[src/rtl/divisible_by_n_if.sv]
// divisible_by_n_if -- serial bit stream in / divisibility result out.
//   master (stimulus side): drives x, x_valid, clear; samples y, rem, y_valid, seen
//   slave  (divisible_by_n): samples x, x_valid, clear; drives y, rem, y_valid, seen
//   x        serial data bit
//   x_valid  x is accepted on a rising edge where x_valid=1
//   clear    synchronous restart of the number under test
//   y        accepted stream is divisible by DIVISOR
//   rem      accepted stream mod DIVISOR (REM_W bits)
//   y_valid  one-cycle pulse after each accepted bit
//   seen     at least one bit accepted since reset/clear
interface divisible_by_n_if #(
  parameter int unsigned DIVISOR = 4
);
  localparam int unsigned REM_W = ($clog2(DIVISOR) < 1) ? 1 : $clog2(DIVISOR);

  logic             x;
  logic             x_valid;
  logic             clear;
  logic             y;
  logic [REM_W-1:0] rem;
  logic             y_valid;
  logic             seen;

  modport master (
    output x, x_valid, clear,
    input  y, rem, y_valid, seen
  );

  modport slave (
    input  x, x_valid, clear,
    output y, rem, y_valid, seen
  );
endinterface

[src/rtl/divisible_by_n.sv]
// divisible_by_n -- serial divisibility tester.
// Tracks the remainder of an unbounded serial bit stream modulo DIVISOR using
// only shifts, adds and one conditional subtract per bit (no divider).
//   clk  : single clock, all state updates on the rising edge
//   rst  : asynchronous active-high reset
//   bus  : divisible_by_n_if.slave (x, x_valid, clear in; y, rem, y_valid, seen out)
// Configuration macro:
//   DIVISIBLE_BY_N_LSB_FIRST_EN  undefined -> bits arrive MSB-first (default)
//                                defined   -> bits arrive LSB-first; a weight
//                                             register p = 2^k mod DIVISOR is added
module divisible_by_n #(
  parameter int unsigned DIVISOR = 4
) (
  input  logic                   clk,
  input  logic                   rst,
  divisible_by_n_if.slave        bus
);
  localparam int unsigned REM_W = ($clog2(DIVISOR) < 1) ? 1 : $clog2(DIVISOR);
  // DIVISOR always fits in REM_W+1 bits, including exact powers of two.
  localparam logic [REM_W:0] DIV_W = (REM_W+1)'(DIVISOR);

  logic [REM_W-1:0] r_q, r_d;
  logic             seen_q, seen_d;
  logic             y_valid_q, y_valid_d;
  logic             y_q, y_d;
  logic [REM_W:0]   t_s;
  logic [REM_W-1:0] r_next_s;
`ifdef DIVISIBLE_BY_N_LSB_FIRST_EN
  logic [REM_W-1:0] p_q, p_d;
  logic [REM_W:0]   p2_s;
  logic [REM_W-1:0] p_next_s;
`endif

`ifdef DIVISIBLE_BY_N_LSB_FIRST_EN
  // Remainder/weight update for one LSB-first bit: r += x*p, p *= 2, each mod DIVISOR.
  // Both sums are below 2*DIVISOR, so a single conditional subtract suffices.
  always_comb begin
    t_s  = {1'b0, r_q} + ({1'b0, p_q} & {(REM_W+1){bus.x}});
    p2_s = {p_q, 1'b0};
    if (t_s >= DIV_W) begin
      r_next_s = REM_W'(t_s - DIV_W);
    end else begin
      r_next_s = REM_W'(t_s);
    end
    if (p2_s >= DIV_W) begin
      p_next_s = REM_W'(p2_s - DIV_W);
    end else begin
      p_next_s = REM_W'(p2_s);
    end
  end
`else
  // Remainder update for one MSB-first bit: t = 2r + x, then one conditional subtract.
  always_comb begin
    t_s = {r_q, bus.x};
    if (t_s >= DIV_W) begin
      r_next_s = REM_W'(t_s - DIV_W);
    end else begin
      r_next_s = REM_W'(t_s);
    end
  end
`endif

  // Next-state selection: clear beats accept, idle cycles hold everything.
  always_comb begin
    r_d       = r_q;
    seen_d    = seen_q;
    y_valid_d = 1'b0;
`ifdef DIVISIBLE_BY_N_LSB_FIRST_EN
    p_d       = p_q;
`endif
    if (bus.clear) begin
      r_d       = '0;
      seen_d    = 1'b0;
      y_valid_d = 1'b0;
`ifdef DIVISIBLE_BY_N_LSB_FIRST_EN
      p_d       = REM_W'(1);
`endif
    end else if (bus.x_valid) begin
      r_d       = r_next_s;
      seen_d    = 1'b1;
      y_valid_d = 1'b1;
`ifdef DIVISIBLE_BY_N_LSB_FIRST_EN
      p_d       = p_next_s;
`endif
    end else begin
      r_d       = r_q;
      seen_d    = seen_q;
      y_valid_d = 1'b0;
    end
    // y is kept as its own flop so the output carries no logic after the register.
    y_d = seen_d & (r_d == '0);
  end

  // State registers with asynchronous reset.
  always_ff @(posedge clk or posedge rst) begin
    if (rst) begin
      r_q       <= '0;
      seen_q    <= 1'b0;
      y_valid_q <= 1'b0;
      y_q       <= 1'b0;
`ifdef DIVISIBLE_BY_N_LSB_FIRST_EN
      p_q       <= REM_W'(1);
`endif
    end else begin
      r_q       <= r_d;
      seen_q    <= seen_d;
      y_valid_q <= y_valid_d;
      y_q       <= y_d;
`ifdef DIVISIBLE_BY_N_LSB_FIRST_EN
      p_q       <= p_d;
`endif
    end
  end

  assign bus.rem     = r_q;
  assign bus.seen    = seen_q;
  assign bus.y_valid = y_valid_q;
  assign bus.y       = y_q;
endmodule

[src/flat_wrapper.sv]
// flat-port wrapper written by rule: the top's interface ports become plain ports
module divisible_by_n_flat 
#(
  parameter int unsigned DIVISOR = 4
)
  (clk, rst, bus_x, bus_x_valid, bus_clear, bus_y, bus_rem, bus_y_valid, bus_seen);
  divisible_by_n_if #(.DIVISOR(DIVISOR)) bus_i ();
  input  logic clk;
  input  logic rst;
  input wire logic [$bits(bus_i.x)-1:0] bus_x;
  input wire logic [$bits(bus_i.x_valid)-1:0] bus_x_valid;
  input wire logic [$bits(bus_i.clear)-1:0] bus_clear;
  output wire logic [$bits(bus_i.y)-1:0] bus_y;
  output wire logic [$bits(bus_i.rem)-1:0] bus_rem;
  output wire logic [$bits(bus_i.y_valid)-1:0] bus_y_valid;
  output wire logic [$bits(bus_i.seen)-1:0] bus_seen;
  assign bus_i.x = bus_x;
  assign bus_i.x_valid = bus_x_valid;
  assign bus_i.clear = bus_clear;
  assign bus_y = bus_i.y;
  assign bus_rem = bus_i.rem;
  assign bus_y_valid = bus_i.y_valid;
  assign bus_seen = bus_i.seen;
  divisible_by_n #(.DIVISOR(DIVISOR)) u_core (.clk(clk), .rst(rst), .bus(bus_i));
endmodule
[config.mk]
export PLATFORM = sky130hd
export DESIGN_NAME = divisible_by_n_flat
export DESIGN_NICKNAME = d
export VERILOG_FILES = /design/src/rtl/divisible_by_n_if.sv /design/src/rtl/divisible_by_n.sv /design/src/flat_wrapper.sv
export SDC_FILE = /design/constraint.sdc
export NUM_CORES = 1
export LEC_CHECK = 0
export ABC_AREA = 1
export CAP_MARGIN = 20
export CELL_PAD_IN_SITES_DETAIL_PLACEMENT = 1
export CELL_PAD_IN_SITES_GLOBAL_PLACEMENT = 2
export CORE_AREA = 2 2 39 41
export DETAILED_ROUTE_END_ITERATION = 6
export DIE_AREA = 0 0 41 43
export PLACE_DENSITY_LB_ADDON = 0.1
export RECOVER_POWER = 50
export SLEW_MARGIN = 40
export SYNTH_ARGS = -nofsm -noshare
export SYNTH_HDL_FRONTEND = slang
export SYNTH_SLANG_ARGS = --single-unit
[constraint.sdc]
create_clock -name clk -period 0.8 [get_ports clk]
set_input_delay 0.2 -clock clk [delete_from_list [all_inputs] [get_ports clk]]
set_output_delay 0.2 -clock clk [all_outputs]
set_load 0.05 [all_outputs]
== Word-level counts from Yosys, hierarchy flattened ==
Cells that the tools add are included.
Cells by class
  $add $sub $neg: 1
  multiply operators: 0
  div/mod/pow operators: 0
  order comparisons: 1
  equal/unequal tests: 0
  shifts and indexed selects: 0
  multiplexer cells: 7
  bitwise logic cells: 1
  reductions and logical operators: 1
Operator list (number)
  $mux W2: 3
  $mux W1: 4
  $ge A3 B3 Y1 const B: 1
  $logic_not A2 Y1: 1
  $sub A2 B1 Y2 const B: 1
  $and A1 B1 Y1: 1
Storage, ports and cells
  register bits: 5
  bits in latches: 0
  memory bits (writable): 0
  ROM bits: 0
  input port bits: 5
  memories: 0

== Longest topological paths before layout ==
  depth after elaboration: 6
  depth in mapped cells: 4
  gate-level depth less buffers: 4

== Least setup slack after synthesis ==
OpenSTA, ideal clock, no wires.
  path type: register to register
  start: reg u_core.r_q[0] (netlist: u_core.bus.rem[0])
  end: reg u_core.y_q (netlist: u_core.bus.y)
  library setup time: 117 ps
  arrival time: 925 ps
  setup slack: -243 ps
  cell stages (with the launch flop): 4
  buffers on the path: 0
  clock period less this slack: 1043 ps
  cells stage by stage: dfrtp_1 o21ai_1 nor2_2 nor2_2
Between the ends
  cells in the longest elaborated chain, start to end: 6
  elaborated cells on any way between the ends: 7
Ends and longest elaborated chain
  from (decl): RTL line divisible_by_n.sv:22  | logic [REM_W-1:0] r_q, r_d;
  from (signal assigned): RTL line divisible_by_n.sv:105  | r_q <= r_d;
  $ge A3 B3 Y1: RTL line divisible_by_n.sv:55  | if (t_s >= DIV_W) begin
  $mux W2: RTL line divisible_by_n.sv:55
  $mux W2 *: RTL line divisible_by_n.sv:78  | end else if (bus.x_valid) begin
  $mux W2 *: RTL line divisible_by_n.sv:71  | if (bus.clear) begin
  named net u_core.r_d[0]: RTL line divisible_by_n.sv:22
  $logic_not A2 Y1 *: RTL line divisible_by_n.sv:91  | y_d = seen_d & (r_d == '0);
  $and A1 B1 Y1 *: RTL line divisible_by_n.sv:91
  named net u_core.y_d: RTL line divisible_by_n.sv:25  | logic y_q, y_d;
  to (signal assigned): RTL line divisible_by_n.sv:108  | y_q <= y_d;
  to (decl): RTL line divisible_by_n.sv:25
The timed path passes the listed nets; every way through them passes the cells marked *.

== Final worst setup path ==
  start: reg u_core.seen_q (netlist: u_core.bus.seen)
  end: out bus_seen
RTL lines
  from (decl): RTL line divisible_by_n.sv:23  | logic seen_q, seen_d;
  from (signal assigned): RTL line divisible_by_n.sv:106  | seen_q <= seen_d;
  to (decl): RTL line flat_wrapper.sv:16  | output wire logic [$bits(bus_i.seen)-1:0] bus_seen;
No word-level cell between the ends.

==> run summary <==
H-tree level count - 1
Drt first-iter violations - 4
CP bufs+invs - 1
Stages on worst setup path - 1
Final net count - 44
Final setup fails - 8
Worst Tran Pin Value - 0.208 ns
Mapped Area - 198 µm²
TritonCTS clock tree - yes
Crit end category - output port
Seq cells post-synth - 5
Leak Pwr - 0.000217 µW
Reg-to-reg endpoint - u_core.bus.y$_DFF_PP0_
Top cells by area, synth - dfrtp_1, nor2_2, a21oi_1
Post-route setup slack - -0.220 ns
First-pass GRT wire length - 945 µm
Root buffer cell - clkbuf_4
Largest net degree at the start of global routing - 6
Wire per inst - 9.85 µm
Synth warn - 0
Initial core utilization - 14.3%
Fill cell count - 159
Die span in y - 43 µm
Fmax - 981 MHz
DRT Wirelength - 532 µm
Avg Inst Size Synth - 9.88 µm²
Max_cap viols - 0
Distinct cell type count after synthesis - 10
Gr usage total - 8.48%
GPL Wtd Cong - 0.687
Final Hold Fails - 0
Worst path cell trace - buf_12
Hold Slack - 0.289 ns
Startpoint Class - flop
Sequential share of the synthesized area - 63.3%
Initial antenna violation count - 0
Final Cycle Share - 127%
DRC viols - 0
Max Fanout on Critical Path - 2
Post-synth top area share - 63.3%
Placeable Area - 1380 µm²
FF/Latch Area - 129 µm²
Crit Path Class - flop to output port
Clock sinks - 5
CP peak stage delay - 0.42 ns
Count of hold buffers inserted by post-cts repair - 0
CTS clock-pin slew for the worst setup and hold paths - 0.05 ns
Max_slew headroom - 86.1%
Area grow syn2layout - 130%
Mapped Nets - 25
Boundary Pins - 10
Maximum vdd drop - 0.00113 V
Hpwl dp - 408 µm
Period minus WS final - 1.02 ns
Initial DRT Pass Iterations - 2
Vias per inst - 3.56
Gr ovfl total - 0
Input/output buffers - 9
Placed cell area - 380 µm²
Fin Clk Skew - 0.00807 ns
Power per Cell Area - 1740 nW/µm²
Failing checks - negative setup slack
Worst EP arrival - 0.82 ns
Antenna Cells - 0
Later-pin clock latency in the skew report - 0.24 ns
Fin util - 32.9%
Setup TNS - -1.17 ns
Reg2reg start - u_core.bus.rem[1]$_DFF_PP0_
Unrepaired setup endpoints after global routing - true
CTS buffer count - 3
Multi-input logic area - 77.6 µm²
Die area - 1760 µm²
Crit path max-delay family - flip-flops
Via count - 192
Dominant cell type by area after synthesis - dfrtp_1
Outcome - finished, violations left
Hold/Removal Path Class - primary input to asynchronous set/reset pin
Share of layout cells above drive strength 1 - 68.4%
Final Max Slew Viols - 0
Post-Layout Inst Area - 455 µm²
Post-Syn Instances - 20
Horiz. Die Dim - 41 µm
Slowest CP cell - dfrtp_2
Vias in the first global route - 226
R2R depth - 4
Register-to-Register Setup Slack - -0.08 ns
Antenna Nets Post-Route - 0
Worst Setup EP - bus_seen
Core Rows - 14
CTS max path bufs - 2
CP required - 0.60 ns
Worst setup path startpoint - u_core.bus.seen$_DFF_PP0_
## layout by cell type, fill, tap and decap left out
| cell | Yosys | routed |
|---|---|---|
| buf_12 | 0 | 5 |
| clkbuf_4 | 0 | 3 |
| buf_6 | 0 | 3 |
| buf_4 | 0 | 2 |
| a21oi_2 | 0 | 1 |
| o21ai_2 | 0 | 1 |
| nand2_4 | 0 | 2 |
| nand2_1 | 2 | 1 |
| nand4_1 | 1 | 1 |
| dfrtp_1 | 5 | 2 |
| clkbuf_1 | 0 | 1 |
| dfrtp_2 | 0 | 3 |
| nor2_2 | 3 | 3 |
| nor2_1 | 1 | 1 |
| dlygate4sd3_1 | 0 | 1 |
| inv_1 | 2 | 1 |
| clkdlybuf4s50_1 | 0 | 2 |
| a21oi_1 | 2 | 1 |
| dlygate4sd2_1 | 0 | 1 |
| inv_2 | 2 | 3 |
## cells by family after synthesis
| kind of cell | count (synthesis) | share of synthesized area (%) |
|---|---|---|
| flip-flops | 5 | 63.3 |
| buffers and inverters | 4 | 7.60 |
| AO/OA/AOI/OAI | 3 | 7.59 |
| AND/OR/NAND/NOR | 8 | 21.5 |
## sequential cells by signal (all words and copies together) (netlist names)
name and count:
u_core.bus.y_valid 1, u_core.bus.seen 1, u_core.bus.rem 2, u_core.bus.y 1
## layout make-up
type,instances,share of cell area [%]
clock buffers,4,5.77
multi-input cells,11,17.0
repair buffers,14,41.2
well taps,16,4.40
flip-flops and latches,5,28.3
inverters,4,3.30
## layer usage
layer	GRT usage (%)	vias up	part of all wire [%]
li1	-	98	-
met1	7.54	88	33
met2	14.4	6	60
met3	6.28	0	7.1
met4	2.00	0	0
met5	0	-	0
## per-stage QoR
step / cells / worst slack [ns] / total power, µW
2_1_floorplan: 20 / -0.0590 / 371
3_3_place_gp: 47 / -0.353 / 483
3_5_place_dp: 47 / -0.395 / 485
4_1_cts: 54 / -0.229 / 807
5_1_grt: 54 / -0.248 / 850
6_report: 54 / -0.220 / 792
## where the power goes
group          switching, µW  internal, µW
clock                    102           189
sequential              16.5           271
combinational            106           108
## synthesized netlist by cell type
master / n
nor2_1: 1
a21oi_1: 2
inv_2: 2
inv_1: 2
dfrtp_1: 5
nand2_2: 1
o21ai_1: 1
nor2_2: 3
nand2_1: 2
nand4_1: 1
## repair_timing
item,in CTS,in global routing
pin swaps,2,2
hold endpoints to repair,0,0
endpoints found under the setup margin,10,8
gates resized for setup,8,0
setup buffers,3,0
## worst min-delay path by stage
stage                     from                           end  slack (ns)  depth (start not counted)
after global routing       rst  u_core.bus.y_valid$_DFF_PP0_        0.32                          2
after floorplan            rst        u_core.bus.y$_DFF_PP0_       -0.02                          1
after global placement     rst        u_core.bus.y$_DFF_PP0_        0.42                          2
after detailed placement   rst        u_core.bus.y$_DFF_PP0_        0.42                          2
final                      rst  u_core.bus.y_valid$_DFF_PP0_        0.29                          2
after CTS                  rst  u_core.bus.y_valid$_DFF_PP0_        0.16                          2
Power figures use the tool's default switching activity.
